<file path="src/rtl/mem_port_arbiter_if.sv">
// Bundle of the fetch, data and memory-side signals around the unified memory port arbiter.
// The slave modport is the arbiter's view; master is the pipeline/memory environment.
interface mem_port_arbiter_if #(
  parameter int AW = 32,
  parameter int DW = 32
);
  logic            if_req;
  logic [AW-1:0]   if_addr;
  logic            if_valid;
  logic [DW-1:0]   if_rdata;
  logic            d_req;
  logic            d_we;
  logic [AW-1:0]   d_addr;
  logic [DW-1:0]   d_wdata;
  logic [DW/8-1:0] d_be;
  logic            d_valid;
  logic [DW-1:0]   d_rdata;
  logic            mem_req;
  logic            mem_we;
  logic [AW-1:0]   mem_addr;
  logic [DW-1:0]   mem_wdata;
  logic [DW/8-1:0] mem_be;
  logic            mem_ready;
  logic [DW-1:0]   mem_rdata;
  logic            stall;
  logic            err;

  modport slave (
    input  if_req, if_addr, d_req, d_we, d_addr, d_wdata, d_be, mem_ready, mem_rdata,
    output if_valid, if_rdata, d_valid, d_rdata, mem_req, mem_we, mem_addr, mem_wdata,
           mem_be, stall, err
  );

  modport master (
    output if_req, if_addr, d_req, d_we, d_addr, d_wdata, d_be, mem_ready, mem_rdata,
    input  if_valid, if_rdata, d_valid, d_rdata, mem_req, mem_we, mem_addr, mem_wdata,
           mem_be, stall, err
  );
endinterface

</file>
<file path="src/rtl/mem_port_arbiter.sv">
// Shares one memory port between instruction fetch and load/store, data first; registers
// the granted request until mem_ready, pulses valid back, and aborts after TIMEOUT waits.
module mem_port_arbiter #(
  parameter int AW      = 32,
  parameter int DW      = 32,
  parameter int TIMEOUT = 255
) (
  input  logic              clk,
  input  logic              rst,
  mem_port_arbiter_if.slave bus
);
  localparam int BW = DW / 8;
  localparam int CW = (TIMEOUT > 0) ? (($clog2(TIMEOUT + 1) > 0) ? $clog2(TIMEOUT + 1) : 1) : 1;

  localparam logic [1:0] IDLE  = 2'd0;
  localparam logic [1:0] FETCH = 2'd1;
  localparam logic [1:0] DATA  = 2'd2;

  localparam logic [CW-1:0] CNT_MAX = {CW{1'b1}};
  localparam logic [CW-1:0] CNT_TO  = CW'(TIMEOUT);

  logic [1:0]    state_q,     state_d;
  logic          mem_req_q,   mem_req_d;
  logic          mem_we_q,    mem_we_d;
  logic [AW-1:0] mem_addr_q,  mem_addr_d;
  logic [DW-1:0] mem_wdata_q, mem_wdata_d;
  logic [BW-1:0] mem_be_q,    mem_be_d;
  logic          if_valid_q,  if_valid_d;
  logic [DW-1:0] if_rdata_q,  if_rdata_d;
  logic          d_valid_q,   d_valid_d;
  logic [DW-1:0] d_rdata_q,   d_rdata_d;
  logic          err_q,       err_d;
  logic [CW-1:0] cnt_q,       cnt_d;

  logic d_elig, if_elig, timed_out;

  // A requester still seeing its valid this cycle has just been served, not re-requested.
  assign d_elig    = bus.d_req  & ~d_valid_q;
  assign if_elig   = bus.if_req & ~if_valid_q;
  assign timed_out = (TIMEOUT != 0) && (cnt_q == CNT_TO) && !bus.mem_ready;

  always_comb begin
    // NOTE: every next-state value gets a hold/default first so no path infers a latch.
    state_d     = state_q;
    mem_req_d   = mem_req_q;
    mem_we_d    = mem_we_q;
    mem_addr_d  = mem_addr_q;
    mem_wdata_d = mem_wdata_q;
    mem_be_d    = mem_be_q;
    if_valid_d  = 1'b0;
    if_rdata_d  = if_rdata_q;
    d_valid_d   = 1'b0;
    d_rdata_d   = d_rdata_q;
    err_d       = 1'b0;
    cnt_d       = cnt_q;

    case (state_q)
      IDLE: begin
        if (d_elig) begin
          state_d     = DATA;
          mem_req_d   = 1'b1;
          mem_we_d    = bus.d_we;
          mem_addr_d  = bus.d_addr;
          mem_wdata_d = bus.d_wdata;
          mem_be_d    = bus.d_we ? bus.d_be : {BW{1'b1}};
        end else if (if_elig) begin
          state_d    = FETCH;
          mem_req_d  = 1'b1;
          mem_we_d   = 1'b0;
          mem_addr_d = bus.if_addr;
          mem_be_d   = {BW{1'b1}};
        end
      end

      FETCH, DATA: begin
        if (bus.mem_ready || timed_out) begin
          state_d   = IDLE;
          mem_req_d = 1'b0;
          mem_we_d  = 1'b0;
          cnt_d     = '0;
          err_d     = timed_out;
          if (state_q == FETCH) begin
            if_valid_d = 1'b1;
            if_rdata_d = bus.mem_ready ? bus.mem_rdata : '0;
          end else begin
            d_valid_d = 1'b1;
            d_rdata_d = (bus.mem_ready && !mem_we_q) ? bus.mem_rdata : '0;
          end
        end else if (cnt_q != CNT_MAX) begin
          // Saturates rather than wraps when the timeout is disabled.
          cnt_d = cnt_q + 1'b1;
        end
      end

      default: state_d = IDLE;
    endcase
  end

  // NOTE: the bus registers are reset too, so mem_req drops immediately even mid-transfer.
  always_ff @(posedge clk or posedge rst) begin
    if (rst) begin
      state_q     <= IDLE;
      mem_req_q   <= 1'b0;
      mem_we_q    <= 1'b0;
      mem_addr_q  <= '0;
      mem_wdata_q <= '0;
      mem_be_q    <= '0;
      if_valid_q  <= 1'b0;
      if_rdata_q  <= '0;
      d_valid_q   <= 1'b0;
      d_rdata_q   <= '0;
      err_q       <= 1'b0;
      cnt_q       <= '0;
    end else begin
      state_q     <= state_d;
      mem_req_q   <= mem_req_d;
      mem_we_q    <= mem_we_d;
      mem_addr_q  <= mem_addr_d;
      mem_wdata_q <= mem_wdata_d;
      mem_be_q    <= mem_be_d;
      if_valid_q  <= if_valid_d;
      if_rdata_q  <= if_rdata_d;
      d_valid_q   <= d_valid_d;
      d_rdata_q   <= d_rdata_d;
      err_q       <= err_d;
      cnt_q       <= cnt_d;
    end
  end

  assign bus.mem_req   = mem_req_q;
  assign bus.mem_we    = mem_we_q;
  assign bus.mem_addr  = mem_addr_q;
  assign bus.mem_wdata = mem_wdata_q;
  assign bus.mem_be    = mem_be_q;
  assign bus.if_valid  = if_valid_q;
  assign bus.if_rdata  = if_rdata_q;
  assign bus.d_valid   = d_valid_q;
  assign bus.d_rdata   = d_rdata_q;
  assign bus.err       = err_q;
  assign bus.stall     = (bus.if_req & ~if_valid_q) | (bus.d_req & ~d_valid_q);
endmodule
</file>
<file path="src/flat_wrapper.sv">
// flat-port wrapper written by rule: the top's interface ports become plain ports
module mem_port_arbiter_flat 
#(
  parameter int AW      = 32,
  parameter int DW      = 32,
  parameter int TIMEOUT = 255
)
  (clk, rst, bus_if_req, bus_if_addr, bus_d_req, bus_d_we, bus_d_addr, bus_d_wdata, bus_d_be, bus_mem_ready, bus_mem_rdata, bus_if_valid, bus_if_rdata, bus_d_valid, bus_d_rdata, bus_mem_req, bus_mem_we, bus_mem_addr, bus_mem_wdata, bus_mem_be, bus_stall, bus_err);
  mem_port_arbiter_if #(.AW(AW), .DW(DW)) bus_i ();
  input  logic clk;
  input  logic rst;
  input wire logic [$bits(bus_i.if_req)-1:0] bus_if_req;
  input wire logic [$bits(bus_i.if_addr)-1:0] bus_if_addr;
  input wire logic [$bits(bus_i.d_req)-1:0] bus_d_req;
  input wire logic [$bits(bus_i.d_we)-1:0] bus_d_we;
  input wire logic [$bits(bus_i.d_addr)-1:0] bus_d_addr;
  input wire logic [$bits(bus_i.d_wdata)-1:0] bus_d_wdata;
  input wire logic [$bits(bus_i.d_be)-1:0] bus_d_be;
  input wire logic [$bits(bus_i.mem_ready)-1:0] bus_mem_ready;
  input wire logic [$bits(bus_i.mem_rdata)-1:0] bus_mem_rdata;
  output wire logic [$bits(bus_i.if_valid)-1:0] bus_if_valid;
  output wire logic [$bits(bus_i.if_rdata)-1:0] bus_if_rdata;
  output wire logic [$bits(bus_i.d_valid)-1:0] bus_d_valid;
  output wire logic [$bits(bus_i.d_rdata)-1:0] bus_d_rdata;
  output wire logic [$bits(bus_i.mem_req)-1:0] bus_mem_req;
  output wire logic [$bits(bus_i.mem_we)-1:0] bus_mem_we;
  output wire logic [$bits(bus_i.mem_addr)-1:0] bus_mem_addr;
  output wire logic [$bits(bus_i.mem_wdata)-1:0] bus_mem_wdata;
  output wire logic [$bits(bus_i.mem_be)-1:0] bus_mem_be;
  output wire logic [$bits(bus_i.stall)-1:0] bus_stall;
  output wire logic [$bits(bus_i.err)-1:0] bus_err;
  assign bus_i.if_req = bus_if_req;
  assign bus_i.if_addr = bus_if_addr;
  assign bus_i.d_req = bus_d_req;
  assign bus_i.d_we = bus_d_we;
  assign bus_i.d_addr = bus_d_addr;
  assign bus_i.d_wdata = bus_d_wdata;
  assign bus_i.d_be = bus_d_be;
  assign bus_i.mem_ready = bus_mem_ready;
  assign bus_i.mem_rdata = bus_mem_rdata;
  assign bus_if_valid = bus_i.if_valid;
  assign bus_if_rdata = bus_i.if_rdata;
  assign bus_d_valid = bus_i.d_valid;
  assign bus_d_rdata = bus_i.d_rdata;
  assign bus_mem_req = bus_i.mem_req;
  assign bus_mem_we = bus_i.mem_we;
  assign bus_mem_addr = bus_i.mem_addr;
  assign bus_mem_wdata = bus_i.mem_wdata;
  assign bus_mem_be = bus_i.mem_be;
  assign bus_stall = bus_i.stall;
  assign bus_err = bus_i.err;
  mem_port_arbiter #(.AW(AW), .DW(DW), .TIMEOUT(TIMEOUT)) u_core (.clk(clk), .rst(rst), .bus(bus_i));
endmodule
</file>
<file path="config.mk">
export PLATFORM = sky130hd
export DESIGN_NAME = mem_port_arbiter_flat
export DESIGN_NICKNAME = d
export VERILOG_FILES = /design/src/rtl/mem_port_arbiter_if.sv /design/src/rtl/mem_port_arbiter.sv /design/src/flat_wrapper.sv
export SDC_FILE = /design/constraint.sdc
export NUM_CORES = 1
export LEC_CHECK = 0
export CAP_MARGIN = 20
export CORE_MARGIN = 2
export CORE_UTILIZATION = 38
export DETAILED_ROUTE_END_ITERATION = 10
export PLACE_DENSITY_LB_ADDON = 0.1
export REMOVE_ABC_BUFFERS = 1
export SKIP_CTS_REPAIR_TIMING = 1
export SYNTH_ARGS = -nofsm -noshare
export SYNTH_HDL_FRONTEND = slang
export SYNTH_SLANG_ARGS = --single-unit
</file>
<file path="constraint.sdc">
create_clock -name clk -period 4.8 [get_ports clk]
set_clock_uncertainty 0.1 [all_clocks]
set_input_delay 0.48 -clock clk [delete_from_list [all_inputs] [get_ports clk]]
set_output_delay 0.48 -clock clk [all_outputs]
set_load 0.1 [all_outputs]
</file>
* Word level (Yosys, flattened, before mapping)
Cells that the tools add are included.
** Operators by class
- Reductions and logical operators :: 17
- Equality and inequality tests :: 6
- $add $sub $neg :: 1
- Bitwise gates (word level) :: 6
- Multiplexer cells :: 28
** Operators by type and width (number)
- 32-bit 2-to-1 mux :: 4
- 8-bit 2-to-1 mux :: 2
- 1-bit 2-to-1 mux :: 13
- 4-bit 2-to-1 mux :: 3
- 3-bit AND reduction :: 3
- 8-bit by 1-bit adder with 8-bit output, second input constant :: 1
- 8-bit == test, second input constant :: 1
- 8-bit != test, second input constant :: 1
- 2-bit AND reduction :: 4
- 2-bit 2-to-1 mux :: 3
- 2-bit nonzero test :: 3
- 1-bit case mux with 2 select lines :: 2
- 2-bit case mux with 2 select lines :: 1
- 3-bit by 1-bit != test with 1-bit output, second input constant :: 1
- 1-bit NOT :: 3
- 1-bit bitwise AND :: 2
- 2-bit by 1-bit == test with 1-bit output, second input constant :: 1
- 2-bit == test, second input constant :: 1
- 1-bit logical AND :: 2
- 1-bit zero test :: 2
- 2-bit zero test :: 1
- 2-bit by 1-bit != test with 1-bit output, second input constant :: 1
- 2-bit OR reduction :: 1
- 1-bit logical OR :: 1
- 1-bit bitwise OR :: 1
** Storage, ports and cells
- Output and inout port bits :: 138
- Register bits :: 147
- Input port bits :: 138
- Word-level logic and storage cells :: 70

* Logic depth before layout (Yosys ltp)
- Depth after elaboration :: 5
- Depth in mapped cells :: 7
- Gate-level depth less buffers :: 6

* Worst setup path after synthesis
No wires, ideal clock.
- Path kind :: reg2out
- From :: reg u_core.d_valid_q, in the netlist u_core.bus.d_valid
- To :: out bus_stall
- Data required time :: 4220 ps
- Arrival :: 1836 ps
- Path slack :: 2384 ps
- Cell stages (with the launch flop) :: 4
- Buffers on the path :: 0
- Cells stage by stage :: dfrtp_1 and2b_1 nor2_1 inv_1
** On the way
- Cells in the longest elaborated chain, start to end :: 3
** Ends and longest elaborated chain
- start: declaration :: line mem_port_arbiter.sv:30 : logic d_valid_q, d_valid_d;
- start signal: assignment :: line mem_port_arbiter.sv:123 : d_valid_q <= d_valid_d;
- 1-bit NOT :: line mem_port_arbiter.sv:140 : assign bus.stall = (bus.if_req & ~if_valid_q) | (bus.d_req & ~d_valid_q);
- 1-bit bitwise AND :: line mem_port_arbiter.sv:140
- 1-bit bitwise OR :: line mem_port_arbiter.sv:140
- end: declaration :: line flat_wrapper.sv:30 : output wire logic [$bits(bus_i.stall)-1:0] bus_stall;
Every way passes these cells.

* Worst setup path after layout
- From :: in bus_if_req
- To :: out bus_stall
** On the way
- Cells in the longest elaborated chain, start to end :: 2
** Ends and longest elaborated chain
- start: declaration :: line flat_wrapper.sv:12 : input wire logic [$bits(bus_i.if_req)-1:0] bus_if_req;
- 1-bit bitwise AND :: line mem_port_arbiter.sv:140
- 1-bit bitwise OR :: line mem_port_arbiter.sv:140
Every way passes these cells.

==> results.md <==
- Share of the synthesized netlist area taken by xor and xnor gates: 0.00142
- Gate count after technology mapping: approximately 490
- Worst slew margin relative to its limit: 0.256
- Die W: roughly 130 um
- Number of distinct library cells after synthesis: 33
- Largest net degree at the start of global routing: 89
- Fraction of the yosys area taken by sequential cells: 0.597
- Share of final-layout standard cells stronger than drive strength 1: 0.102
- Final Critical Period: between 3 and 4 ns
- Library cell used as clock root buffer: clkbuf_16
- CTS clk-pin slew, worst paths: around 0.06 ns
- Mean number of vias per cell: roughly 4.9
- Fmax: between 300 and 400 MHz
- Floorplan die height: about 130 um
- H-tree depth reported by CTS: 4
- Unrepaired setup endpoints after global routing: no
- Total grt overflow: 0
- Total routed wirelength: ~18 mm
- TNS Setup: 0 ns
- Post-synthesis simple-gate area fraction: 0.102
- DRC violations left: 0
- CTS tree: built
- Final Net Count: approximately 900
- Standard cell core area: between 15,000 and 20,000 um^2
- CP Data Required Time: between 4 and 5 ns
- Leading area contributor after synthesis: dfrtp_1
- Worst hold path type: register to register
- Final hold violation count: 0
- Die Area: roughly 17,000 um^2
- Final ANT Viol Nets: 0
- Number of max-cap violations: 0
- Final HPWL DP: approximately 13 mm
- Vias in the first global route: approximately 5,100
- Combinational family with the most area after synthesis: compound AO/OA/AOI/OAI gates
- Diodes inserted: 0
- Number of synthesized register bits: 147
- Total via count after detailed routing: 4,830
- Routability-driven placement congestion ratio: between 0.7 and 0.8
- Antenna violations before repair: 0
- Final setup violation count: 0
- Share of the clock period used by the worst path after layout: 0.666
- Adder-Cell Fraction of Synth Area: 0.00813
- Area fraction in compound gates after synthesis: 0.143
- Data arrival time at the worst-slack endpoint: roughly 2.6 ns
- Global-route wire length before repair: approximately 30 mm
- Starting density of the core: 0.388
- Critical Setup Path Class: input port to output pin
- Post-synthesis async set-or-reset flop share: 1.00
- Most common flop cell mapped by yosys: dfrtp_1
- Number of placement rows: 46
- Clock Path Buffers: 2
- Number of detailed-routing iterations run before antenna repair: 4
- Post-synthesis mux area share: 0.115
- Post-synthesis area per instance: around 13 um^2
- DR WL/cell: about 19 um
- Area share of the largest cell type after synthesis: 0.597
- Most numerous cell in the Yosys netlist: dfrtp_1
- Total count of max-transition violations in the final report: 0
- Number of filler cells placed in the layout: about 1,300
- Endpoint kind of the worst setup timing path: output pin
- Outcome: finished, final reports clean
- Crit Path Max Fanout: 3
- Most instantiated cells after synthesis: 147 x dfrtp_1, 41 x o21ai_0, 40 x nand2_1
- Synthesis-to-finish area growth: 57.4%
- Synthesized area: between 6000 and 7000 um^2
- Clock Sinks: roughly 150
- Number of buffers created by CTS: 17
- Count of yosys warnings during synthesis: 0
- Number of synthesized flops with an enable pin: 0
- Overall Global Routing Usage: 0.216
- Slew @ Worst Pin: 1.12 ns
- Top cells by area, synth: dfrtp_1 60%, mux2_2 5.9%, mux2i_1 5.7%, and4b_1 5.2%, a22o_1 5.0%
- Total I/O pin count: about 280
- Reg-to-reg slack, setup: roughly 2.6 ns
- Clock Latency Late Sink: roughly 0.4 ns
- Category of the worst setup path launch point: input port
- Number of buffers added on ports: about 280
- Iteration-0 DRC count of the detailed router: 214
placed cells by master, fill, tap and decap left out, types with 17 or more instances in the layout:
cell             count
dfrtp_1            147
o21ai_0             41
mux2i_1             35
clkdlybuf4s50_1    275
clkbuf_16           17
nand2_1             40
a21o_1              35
and4b_1             32
mux2_2              32
a22o_1              35
flip-flops by register name, indices dropped and copies added, names as in the netlist:
signal / flops
u_core.bus.mem_wdata: 32
u_core.bus.if_rdata: 32
u_core.bus.err: 1
u_core.bus.if_valid: 1
u_core.bus.d_rdata: 32
u_core.bus.mem_be: 4
u_core.bus.d_valid: 1
u_core.bus.mem_addr: 32
u_core.bus.mem_req: 1
u_core.bus.mem_we: 1
u_core.cnt_q: 8
u_core.state_q: 2
kinds of logic (layout without fill, tap and decap cells):
kind of cell	Yosys count	in the layout
buffers and inverters	42	321
flip-flops	147	147
AND/OR/NAND/NOR	100	100
multiplexers	67	67
XOR/XNOR	1	1
AO/OA/AOI/OAI	124	124
adder cells (fa/ha/maj)	4	4
path summary, 6_finish.rpt:
path | depth (start not counted) | startpoint | endpoint
worst max register to register | 5 | u_core.cnt_q[0] | u_core.bus.if_rdata[10]
min in group asynchronous | 2 | rst | u_core.bus.mem_wdata[10]
worst min-delay path | 1 | u_core.bus.d_rdata[30] | u_core.bus.d_rdata[30]
worst min register to register | 1 | u_core.bus.d_rdata[30] | u_core.bus.d_rdata[30]
max in group asynchronous | 3 | rst | u_core.bus.mem_be[1]
worst max-delay path | 5 | bus_if_req | bus_stall
layer usage:
layer  global-route usage  vias to the layer above  routed length (um)
met3               0.0768                       22                1500
li1                     -                     2287                   -
met5                    0                        -                   0
met1                0.273                     2309                7830
met2                0.344                      212                8480
met4               0.0779                        0                 338
through the flow:
stage | instances | util | instance area, um^2 | worst slack (ns) | hold slack (ns)
finish | 980 | 0.610 | 9690 | 1.60 | 0.373
CTS | 980 | 0.610 | 9690 | 1.61 | 0.378
global route | 980 | 0.610 | 9690 | 1.53 | 0.401
detailed placement | 948 | 0.572 | 9080 | 1.62 | 0.364
floorplan | 449 | - | 5980 | 0.269 | 0.372
global placement | 948 | 0.572 | 9080 | 1.66 | 0.359
cell type report:
| class | count | area, um^2 | area share |
|---|---|---|---|
| timing repair buffer | 283 | 2810 | 0.290 |
| inverter | 6 | 27.5 | 0.00284 |
| clock buffer | 23 | 488 | 0.0503 |
| tap | 216 | 270 | 0.0279 |
| sequential | 147 | 3680 | 0.380 |
| clock inverter | 9 | 126 | 0.0130 |
| multi-input combinational | 296 | 2290 | 0.236 |
critical path: stages:
cell,delay (ns)
clkdlybuf4s50_1,0.47
nor2b_1,0.30
nor2_1,0.12
inv_1,0.11
clkdlybuf4s50_1,1.14
Power is not shown: default switching activity piles up to over one toggle a cycle in this logic, so the estimate is an artifact.
